$ cat src/rtl/mul_scheduler.sv
// Purpose : two-requester round-robin front end for one shared multiply-by-10 datapath (x*8 + x*2).
// Latency : accept on edge k; respValid is first sampled high on edge k+3; next accept no earlier than k+4.
// Backpres: one operation in flight; both reqReady low outside IDLE; DONE holds until respReady.
// Optional: define MUL_SCHED_OVF_EN to add respOvf, flagging operand*10 >= 2^WIDTH.
module mul_scheduler #(
  parameter int WIDTH = 32
) (
  input  logic             clk,
  input  logic             rst_n,
  input  logic             reqValid0,
  input  logic [WIDTH-1:0] reqData0,
  output logic             reqReady0,
  input  logic             reqValid1,
  input  logic [WIDTH-1:0] reqData1,
  output logic             reqReady1,
  output logic             respValid,
  output logic [WIDTH-1:0] respData,
  output logic             respId,
  input  logic             respReady
`ifdef MUL_SCHED_OVF_EN
  ,
  output logic             respOvf
`endif
);

  localparam logic [1:0] IDLE = 2'd0;
  localparam logic [1:0] ADD8 = 2'd1;
  localparam logic [1:0] ADD2 = 2'd2;
  localparam logic [1:0] DONE = 2'd3;

  logic [1:0]       state_q, state_d;
  logic             prio_q,  prio_d;
  logic [WIDTH-1:0] op_q,    op_d;
  logic [WIDTH-1:0] acc_q,   acc_d;
  logic             id_q,    id_d;
  logic             idle;
  logic             grant1;
  logic             accept;

  // Grants are only offered from IDLE. Requester 1 wins when it is the sole
  // requester, or when both ask and the round-robin pointer names it.
  assign idle      = (state_q == IDLE);
  assign grant1    = reqValid1 & (~reqValid0 | prio_q);
  assign reqReady0 = idle & reqValid0 & ~grant1;
  assign reqReady1 = idle & grant1;
  assign accept    = reqReady0 | reqReady1;

  // The accumulator doubles as the result register, so respData is stable
  // for the whole DONE state without a separate output flop.
  assign respValid = (state_q == DONE);
  assign respData  = acc_q;
  assign respId    = id_q;

  // Next-state: capture on accept, x*8 then +x*2, then hold until consumed.
  always_comb begin
    state_d = state_q;
    prio_d  = prio_q;
    op_d    = op_q;
    acc_d   = acc_q;
    id_d    = id_q;
    case (state_q)
      IDLE: begin
        if (accept) begin
          op_d    = grant1 ? reqData1 : reqData0;
          id_d    = grant1;
          prio_d  = ~grant1;
          state_d = ADD8;
        end
      end
      ADD8: begin
        acc_d   = op_q << 3;
        state_d = ADD2;
      end
      ADD2: begin
        acc_d   = acc_q + (op_q << 1);
        state_d = DONE;
      end
      DONE: begin
        if (respReady) begin
          state_d = IDLE;
        end
      end
      default: begin
        state_d = IDLE;
      end
    endcase
  end

  // State registers; reset drops any operation in flight and restarts
  // arbitration with requester 0 favoured.
  always_ff @(posedge clk or negedge rst_n) begin
    if (!rst_n) begin
      state_q <= IDLE;
      prio_q  <= 1'b0;
      op_q    <= '0;
      acc_q   <= '0;
      id_q    <= 1'b0;
    end else begin
      state_q <= state_d;
      prio_q  <= prio_d;
      op_q    <= op_d;
      acc_q   <= acc_d;
      id_q    <= id_d;
    end
  end

`ifdef MUL_SCHED_OVF_EN
  logic [WIDTH+3:0] prod_x;
  logic             ovf_q, ovf_d;

  // Full-precision product; any bit above WIDTH means the result wrapped.
  assign prod_x  = ({4'b0000, op_q} << 3) + ({4'b0000, op_q} << 1);
  assign respOvf = ovf_q;

  // Overflow flag is latched with the final add so it lines up with respData.
  always_comb begin
    ovf_d = ovf_q;
    if (state_q == ADD2) begin
      ovf_d = |prod_x[WIDTH+3:WIDTH];
    end
  end

  // Overflow flag register.
  always_ff @(posedge clk or negedge rst_n) begin
    if (!rst_n) begin
      ovf_q <= 1'b0;
    end else begin
      ovf_q <= ovf_d;
    end
  end
`endif

endmodule
$ cat config.mk
export PLATFORM = sky130hd
export DESIGN_NAME = mul_scheduler
export DESIGN_NICKNAME = d
export VERILOG_FILES = /design/src/rtl/mul_scheduler.sv
export SDC_FILE = /design/constraint.sdc
export NUM_CORES = 1
export LEC_CHECK = 0
export CORE_MARGIN = 8
export CORE_UTILIZATION = 40
export DETAILED_ROUTE_END_ITERATION = 6
export PLACE_DENSITY = 0.66
export SLEW_MARGIN = 5
export SYNTH_ARGS = -nofsm -noshare
export SYNTH_HDL_FRONTEND = slang
export SYNTH_SLANG_ARGS = --single-unit
export TNS_END_PERCENT = 1
$ cat constraint.sdc
create_clock -name clk -period 4.8 [get_ports clk]
set_input_delay 0.96 -clock clk [delete_from_list [all_inputs] [get_ports clk]]
set_output_delay 0.96 -clock clk [all_outputs]
set_load 0.05 [all_outputs]
**After elaboration in Yosys (flattened, before gate mapping)**

Index checks and enable logic that the tools add are counted.
Widths: inputs -> output; s select.

- Flip-flop bits (word level): 67
- Output and inout port bits: 36
- Logic and storage cells: 28

- Add/sub/neg operators: 1
- Eq/ne operators: 5
- Muxes and demuxes: 5
- Bitwise gates (word level): 8
- Reduce and logical (&&, ||, !) cells: 4

Operator list:

| operator | number |
|---|---|
| $pmux 32 s2 | 1 |
| $add 32x32->32 | 1 |
| $mux 31 | 1 |
| $pmux 2 s4 | 1 |
| $and 1x1->1 | 4 |
| $eq 2x2->1 const B | 2 |
| $mux 2 | 2 |
| $ne 2x1->1 const B | 2 |
| $reduce_and 2->1 | 2 |
| $eq 2x1->1 const B | 1 |
| $logic_not 2->1 | 1 |
| $not 1->1 | 2 |
| $or 1x1->1 | 2 |
| $reduce_bool 2->1 | 1 |

**Depth between registers and ports, before layout**

Gate-level depths: netlist (run 1).

- Word-level depth: 8
- Mapped depth: 11

**Worst setup path after synthesis (run 1)**

No wires, ideal clock.

- Path kind: input to output
- Start: input port reqValid0
- End: output port reqReady0
- Data arrival time: 2.488 ns
- Data required time: 3.840 ns
- Setup slack: 1.352 ns
- Stages: 5
- Path buffers: 2
- Cells stage by stage: inv_1 -> o21ai_1 -> and3_1 -> clkbuf_1 -> clkbuf_1

- Cells in the longest elaborated chain, start to end: 5
- Elaborated cells on any way between the ends: 6

RTL lines:

| item | line | text |
|---|---|---|
| start, declared | 10 | `input logic reqValid0,` |
| $not 1->1 | 43 | `assign grant1 = reqValid1 & (~reqValid0 \| prio_q);` |
| $or 1x1->1 | 43 |  |
| $and 1x1->1 | 43 |  |
| $not 1->1 | 44 | `assign reqReady0 = idle & reqValid0 & ~grant1;` |
| $and 1x1->1 * | 44 |  |
| end, declared | 12 | `output logic reqReady0,` |

Mark *: on every way between the ends. The rest lies on a longest branch, timed or not.

**Worst setup path after layout (run 1)**

- Start: input port reqValid0
- End: output port reqReady1

- Cells in the longest elaborated chain, start to end: 4

RTL lines:

| item | line | text |
|---|---|---|
| $not 1->1 | 43 |  |
| $or 1x1->1 | 43 |  |
| $and 1x1->1 | 43 |  |
| $and 1x1->1 | 45 | `assign reqReady1 = idle & grant1;` |
| end, declared | 15 | `output logic reqReady1,` |

No other way between the ends.

==> results by group, run 1 <==
Drt
  – WL per Instance: 17.0 um
  – Pre-antenna DRT Iters: 7
  – DRT iter0 DRCs: 344
  – Residual DRC count: 0
  – Vias/cell: 5.53
  – Antenna-violating nets left: 0
  – Vias: 4039
  – Final WL: 12.4 mm

STA
  – Worst rel slew slack: 23.5%
  – Fin crit share: 69.7%
  – Final Max Tran Viols: 0
  – Min cycle time layout: 3.35 ns
  – Clk_skew: 0.00383 ns
  – Final hold violation count: 0
  – Fmax: 299 MHz
  – Worst slew pin tran: 1.14 ns
  – RSZ-0062 raised after global routing: no
  – Setup violations, final: 0
  – Final hold slack: 0.481 ns
  – Setup_tns: 0 ns

Finish
  – Number of diodes: 0
  – Area delta synth->final: 32.6%
  – Share of layout cells above drive strength 1: 6.47%
  – Final nets: 685

Setup path
  – CP Capture Type: output port
  – Stages on worst setup path: 6
  – Top delay family on crit path: buffers and inverters
  – Capturing point of the worst reg2reg path: respData[31]$_DFFE_PN0P_
  – CP max-delay cell: clkdlybuf4s50_1
  – Crit path to: reqReady1
  – Sum of buffers and inverters on the critical path: 4
  – Reg-to-reg slack, setup: 1.71 ns
  – R2R depth: 11
  – CP Data Required Time: 3.84 ns
  – Kind of critical path: input pin to output port
  – WP data arrival: 2.39 ns
  – Worst setup path start: reqValid0
  – Worst reg2reg startpoint: respData[1]$_DFFE_PN0P_
  – Crit-path max FO: 15
  – Max incr delay on CP: 0.59 ns
  – CP Cell Sequence: clkdlybuf4s50_1 > inv_1 > o21ai_2 > buf_4 > nor2_1 > buf_12
  – Setup crit start kind: input pin

CTS
  – # hold bufs at CTS: 0
  – Clk_lat worst skew: 0.33 ns
  – Clk pin slew, worst setup/hold paths: 0.06 ns
  – # Post-CTS Setup Buffers: 0
  – Clock Sinks: 66
  – CTS tree: yes
  – Root Driver: clkbuf_16
  – Number of CTS-inserted buffers: 9
  – Htree depth: 3
  – CTS max path bufs: 2
  – CTS resizes: 0

Die
  – Initial Utilization: 40.3%
  – IO Pins: 105
  – DIE HEIGHT: 122 um
  – Num rows: 39
  – Chip width: 122 um
  – Core ar.: 11200 um^2
  – Die area: 15000 um^2

Logic synthesis
  – Post-synth EDFFs: 0
  – Ys Warns: 0
  – Syn Nets: 594
  – Top_reg_cell synth: dfrtp_1
  – Register area share after synthesis: 36.5%
  – Fraction of registers with async set/reset: 100%
  – Cell count after synthesis: 491
  – Largest cells by area after synthesis: dfrtp_1, ha_1, mux2i_1
  – Register bit total from synthesis: 66
  – Mapped Avg Cell Area: 9.20 um^2
  – Yosys top cell area share: 36.5%
  – Dominant cell type by area after synthesis: dfrtp_1
  – Distinct cells, synth: 54
  – Synth Cell Area: 4520 um^2

GRT
  – Largest net degree at the start of global routing: 47
  – Initial antenna violation count: 0
  – Vias in the first global route: 4249
  – GRT Util Overall: 17.2%
  – Global-route wire length before repair: 20.7 mm
  – Global route overflow: 0

Status
  – Status: finished clean

Placed design
  – Port Buffers: 101
  – Post-DP HPWL: 9.45 mm
  – RePlAce Congestion: 0.836

Run
  – Max_cap viols: 0

Min path
  – Worst Hold Class: flip-flop to flip-flop
-- cell families (layout without fill, tap and decap cells) --
family / Yosys count / after routing / share of synthesized area, %
AO/OA/AOI/OAI: 164 / 164 / 24.4
AND/OR/NAND/NOR: 103 / 103 / 10.6
flip-flops: 66 / 66 / 36.5
buffers and inverters: 58 / 154 / 5.07
multiplexers: 38 / 38 / 8.47
adder cells (fa/ha/maj): 34 / 34 / 9.58
XOR/XNOR: 27 / 27 / 5.23
other: 1 / 1 / 0.0830
-- per-layer routing --
| metal | up-vias | global-route usage (%) | share of wire (%) |
|---|---|---|---|
| met5 | - | 0 | 0 |
| met4 | 0 | 7.16 | 1.9 |
| met3 | 20 | 3.68 | 5.0 |
| met2 | 95 | 29.3 | 50 |
| met1 | 1938 | 20.7 | 43 |
| li1 | 1986 | - | - |
-- stage by stage --
stage	std cells	cell area, um^2	setup slack, ns	util [%]
finish	730	5990	1.45	53.4
global route	730	5990	1.36	53.4
CTS	730	5990	1.44	53.4
detailed placement	714	5670	1.43	50.5
global placement	714	5670	1.48	50.5
floorplan	491	4520	1.35	-
-- layout make-up --
type	count	area [um^2]
Multi-Input combinational cell	367	2660
Inverter	32	120
Sequential cell	66	1650
Timing Repair Buffer	106	1060
Tap cell	143	179
Fill cell	1072	5230
Clock inverter	7	93.8
Clock buffer	9	225
-- placed cells by master (no fill, tap or decap), types with 6 or more instances in the layout --
cell | Yosys | final
a21o_1 | 17 | 17
a21oi_1 | 53 | 53
a222oi_1 | 17 | 17
clkbuf_16 | 0 | 9
clkdlybuf4s50_1 | 0 | 98
dfrtp_1 | 66 | 66
ha_1 | 33 | 31
inv_1 | 32 | 32
mux2i_1 | 36 | 36
nand2_1 | 33 | 33
nand3_1 | 6 | 6
nor2_1 | 36 | 36
nor2b_1 | 6 | 6
o21ai_0 | 28 | 28
o21ai_1 | 9 | 7
xnor2_1 | 18 | 18
xor2_1 | 9 | 9
-- synth_stat cells, types with 5 or more instances --
library cell	n
nand3_1	6
a21o_1	17
nand2_1	33
xnor2_1	18
clkbuf_1	20
o21ai_1	9
xor2_1	9
inv_1	32
dfrtp_1	66
a222oi_1	17
nand4_1	5
a31oi_1	5
ha_1	33
nor2_1	36
a21oi_1	53
o21ai_0	28
mux2i_1	36
nor2b_1	6
-- flip-flops by register name (all words and copies together), names as in the netlist --
signal	cells
respId	1
prio_q	1
op_q	31
respData	31
state_q	2
-- how the worst min path moves through the flow --
stage | startpoint | endpoint | slack, ns | depth (start not counted)
after floorplan | prio_q$_DFFE_PN0P_ | prio_q$_DFFE_PN0P_ | 0.46 | 1
after global placement | respId$_DFFE_PN0P_ | respId$_DFFE_PN0P_ | 0.47 | 1
after detailed placement | respId$_DFFE_PN0P_ | respId$_DFFE_PN0P_ | 0.47 | 1
after CTS | respId$_DFFE_PN0P_ | respId$_DFFE_PN0P_ | 0.48 | 1
after global routing | respId$_DFFE_PN0P_ | respId$_DFFE_PN0P_ | 0.50 | 1
final | respId$_DFFE_PN0P_ | respId$_DFFE_PN0P_ | 0.48 | 1
Power of run 1 is left out: the tool's default activity adds up to more than one toggle a clock period on the data nets, which glitch-free logic cannot reach.
==> inputs of run 2 (changes only) <==
==> constraint.sdc (replaced) <==
create_clock -name clk -period 3.4 [get_ports clk]
set_input_delay 0.68 -clock clk [delete_from_list [all_inputs] [get_ports clk]]
set_output_delay 0.68 -clock clk [all_outputs]
set_load 0.05 [all_outputs]
==> results by group, run 2 (synthesis results as in run 1) <==
CTS
  – Htree depth: 3
  – CTS max path bufs: 2
  – Clk pin slew, worst setup/hold paths: 0.06 ns
  – Clock Sinks: 66
  – Root Driver: clkbuf_16
  – # hold bufs at CTS: 0
  – CTS tree: yes
  – Clk_lat worst skew: 0.33 ns
  – CTS resizes: 0
  – # Post-CTS Setup Buffers: 0
  – Number of CTS-inserted buffers: 9

Die
  – Chip width: 122 um
  – Initial Utilization: 40.3%
  – Num rows: 39
  – Die area: 15000 um^2
  – IO Pins: 105
  – Core ar.: 11200 um^2
  – DIE HEIGHT: 122 um

Setup path
  – Most used cell, CP: a21oi_1
  – WP data arrival: 3.16 ns
  – CP Capture Type: flip-flop
  – Kind of critical path: flip-flop to flip-flop
  – R2R depth: 11
  – Crit-path max FO: 4
  – Capturing point of the worst reg2reg path: respData[31]$_DFFE_PN0P_
  – CP Cell Sequence: ha_1 > fa_1 > a21oi_1 > nor2_1 > o211ai_1 > a32oi_1 > a21o_1 > a41oi_2 > xnor2_1 > mux2i_1 > a21oi_1
  – Worst reg2reg startpoint: respData[1]$_DFFE_PN0P_
  – Reg-to-reg slack, setup: 0.42 ns
  – Sum of buffers and inverters on the critical path: 0
  – CP max-delay cell: dfrtp_1
  – Max incr delay on CP: 0.41 ns
  – CP Data Required Time: 3.58 ns
  – Top delay family on crit path: compound AO/OA/AOI/OAI gates
  – Setup crit start kind: flip-flop

Drt
  – Vias/cell: 5.55
  – Residual DRC count: 1
  – Final WL: 12.3 mm
  – DRT iter0 DRCs: 349
  – Pre-antenna DRT Iters: 7
  – Antenna-violating nets left: 0
  – WL per Instance: 16.8 um
  – Vias: 4071

STA
  – Clk_skew: 0.0111 ns
  – Fin crit share: 87.8%
  – RSZ-0062 raised after global routing: no
  – Final Max Tran Viols: 0
  – Min cycle time layout: 2.98 ns
  – Worst slew pin tran: 0.746 ns
  – Final hold violation count: 0
  – Setup_tns: 0 ns
  – Setup violations, final: 0
  – Fmax: 335 MHz
  – Worst rel slew slack: 50.3%

GRT
  – Largest net degree at the start of global routing: 47
  – Initial antenna violation count: 0
  – Global route overflow: 0
  – Global-route wire length before repair: 20.3 mm
  – Vias in the first global route: 4102
  – GRT Util Overall: 16.7%

Finish
  – Share of layout cells above drive strength 1: 6.78%
  – Final Util: 53.4%
  – Final nets: 688
  – Fillers: 1038
  – Final Cell Area: 5990 um^2
  – Area delta synth->final: 32.6%
  – Commonest non-fill, non-tap cell in the layout: clkdlybuf4s50_1
  – Most frequent cells in the layout: clkdlybuf4s50_1, dfrtp_1, a21oi_1
  – Number of diodes: 0

Placed design
  – RePlAce Congestion: 0.887
  – Port Buffers: 101
  – Post-DP HPWL: 9.31 mm
  – Area post-placement: 5700 um^2

Status
  – Failing checks: design-rule violations
  – Status: finished with violations

Run
  – Max_cap viols: 0

Min path
  – Worst Hold Class: input pin to async pin
## run 2: how the worst max path moves through the flow
| stage | startpoint | endpoint | slack, ns | cells past startpoint |
|---|---|---|---|---|
| 6_report | respData[1]$_DFFE_PN0P_ | respData[31]$_DFFE_PN0P_ | 0.42 | 11 |
| 2_1_floorplan | respData[1]$_DFFE_PN0P_ | respData[31]$_DFFE_PN0P_ | 0.50 | 11 |
| 3_5_place_dp | respData[1]$_DFFE_PN0P_ | respData[31]$_DFFE_PN0P_ | 0.46 | 11 |
| 5_1_grt | respData[1]$_DFFE_PN0P_ | respData[31]$_DFFE_PN0P_ | 0.17 | 11 |
| 4_1_cts | respData[1]$_DFFE_PN0P_ | respData[31]$_DFFE_PN0P_ | 0.45 | 11 |
| 3_3_place_gp | respData[1]$_DFFE_PN0P_ | respData[31]$_DFFE_PN0P_ | 0.51 | 11 |
## run 2: through the flow
stage	hold slack, ns	worst slack [ns]	std cells
2_1_floorplan	0.384	0.503	491
3_3_place_gp	0.462	0.512	717
3_5_place_dp	0.481	0.463	717
4_1_cts	0.395	0.446	733
5_1_grt	0.434	0.173	733
6_report	0.377	0.416	733
## run 2: final cells by class
type	instances	area, um^2	area share, %
clock buffers	10	229	3.82
clock inverters	6	67.6	1.13
inverters	32	120	2.00
multi-input cells	367	2660	44.4
flip-flops and latches	66	1650	27.6
well taps	143	179	2.99
repair buffers	109	1090	18.1
## run 2: layer usage
metal / routed length (um) / track usage [%] / vias to the layer above / part of all wire, %
met2: 6100 / 28.4 / 127 / 50
met4: 129 / 4.57 / 0 / 1.0
met1: 5350 / 20.9 / 1940 / 43
met3: 722 / 3.77 / 12 / 5.9
li1: - / - / 1992 / -
met5: 0 / 0 / - / 0
Power of run 2 is left out for the same reason.
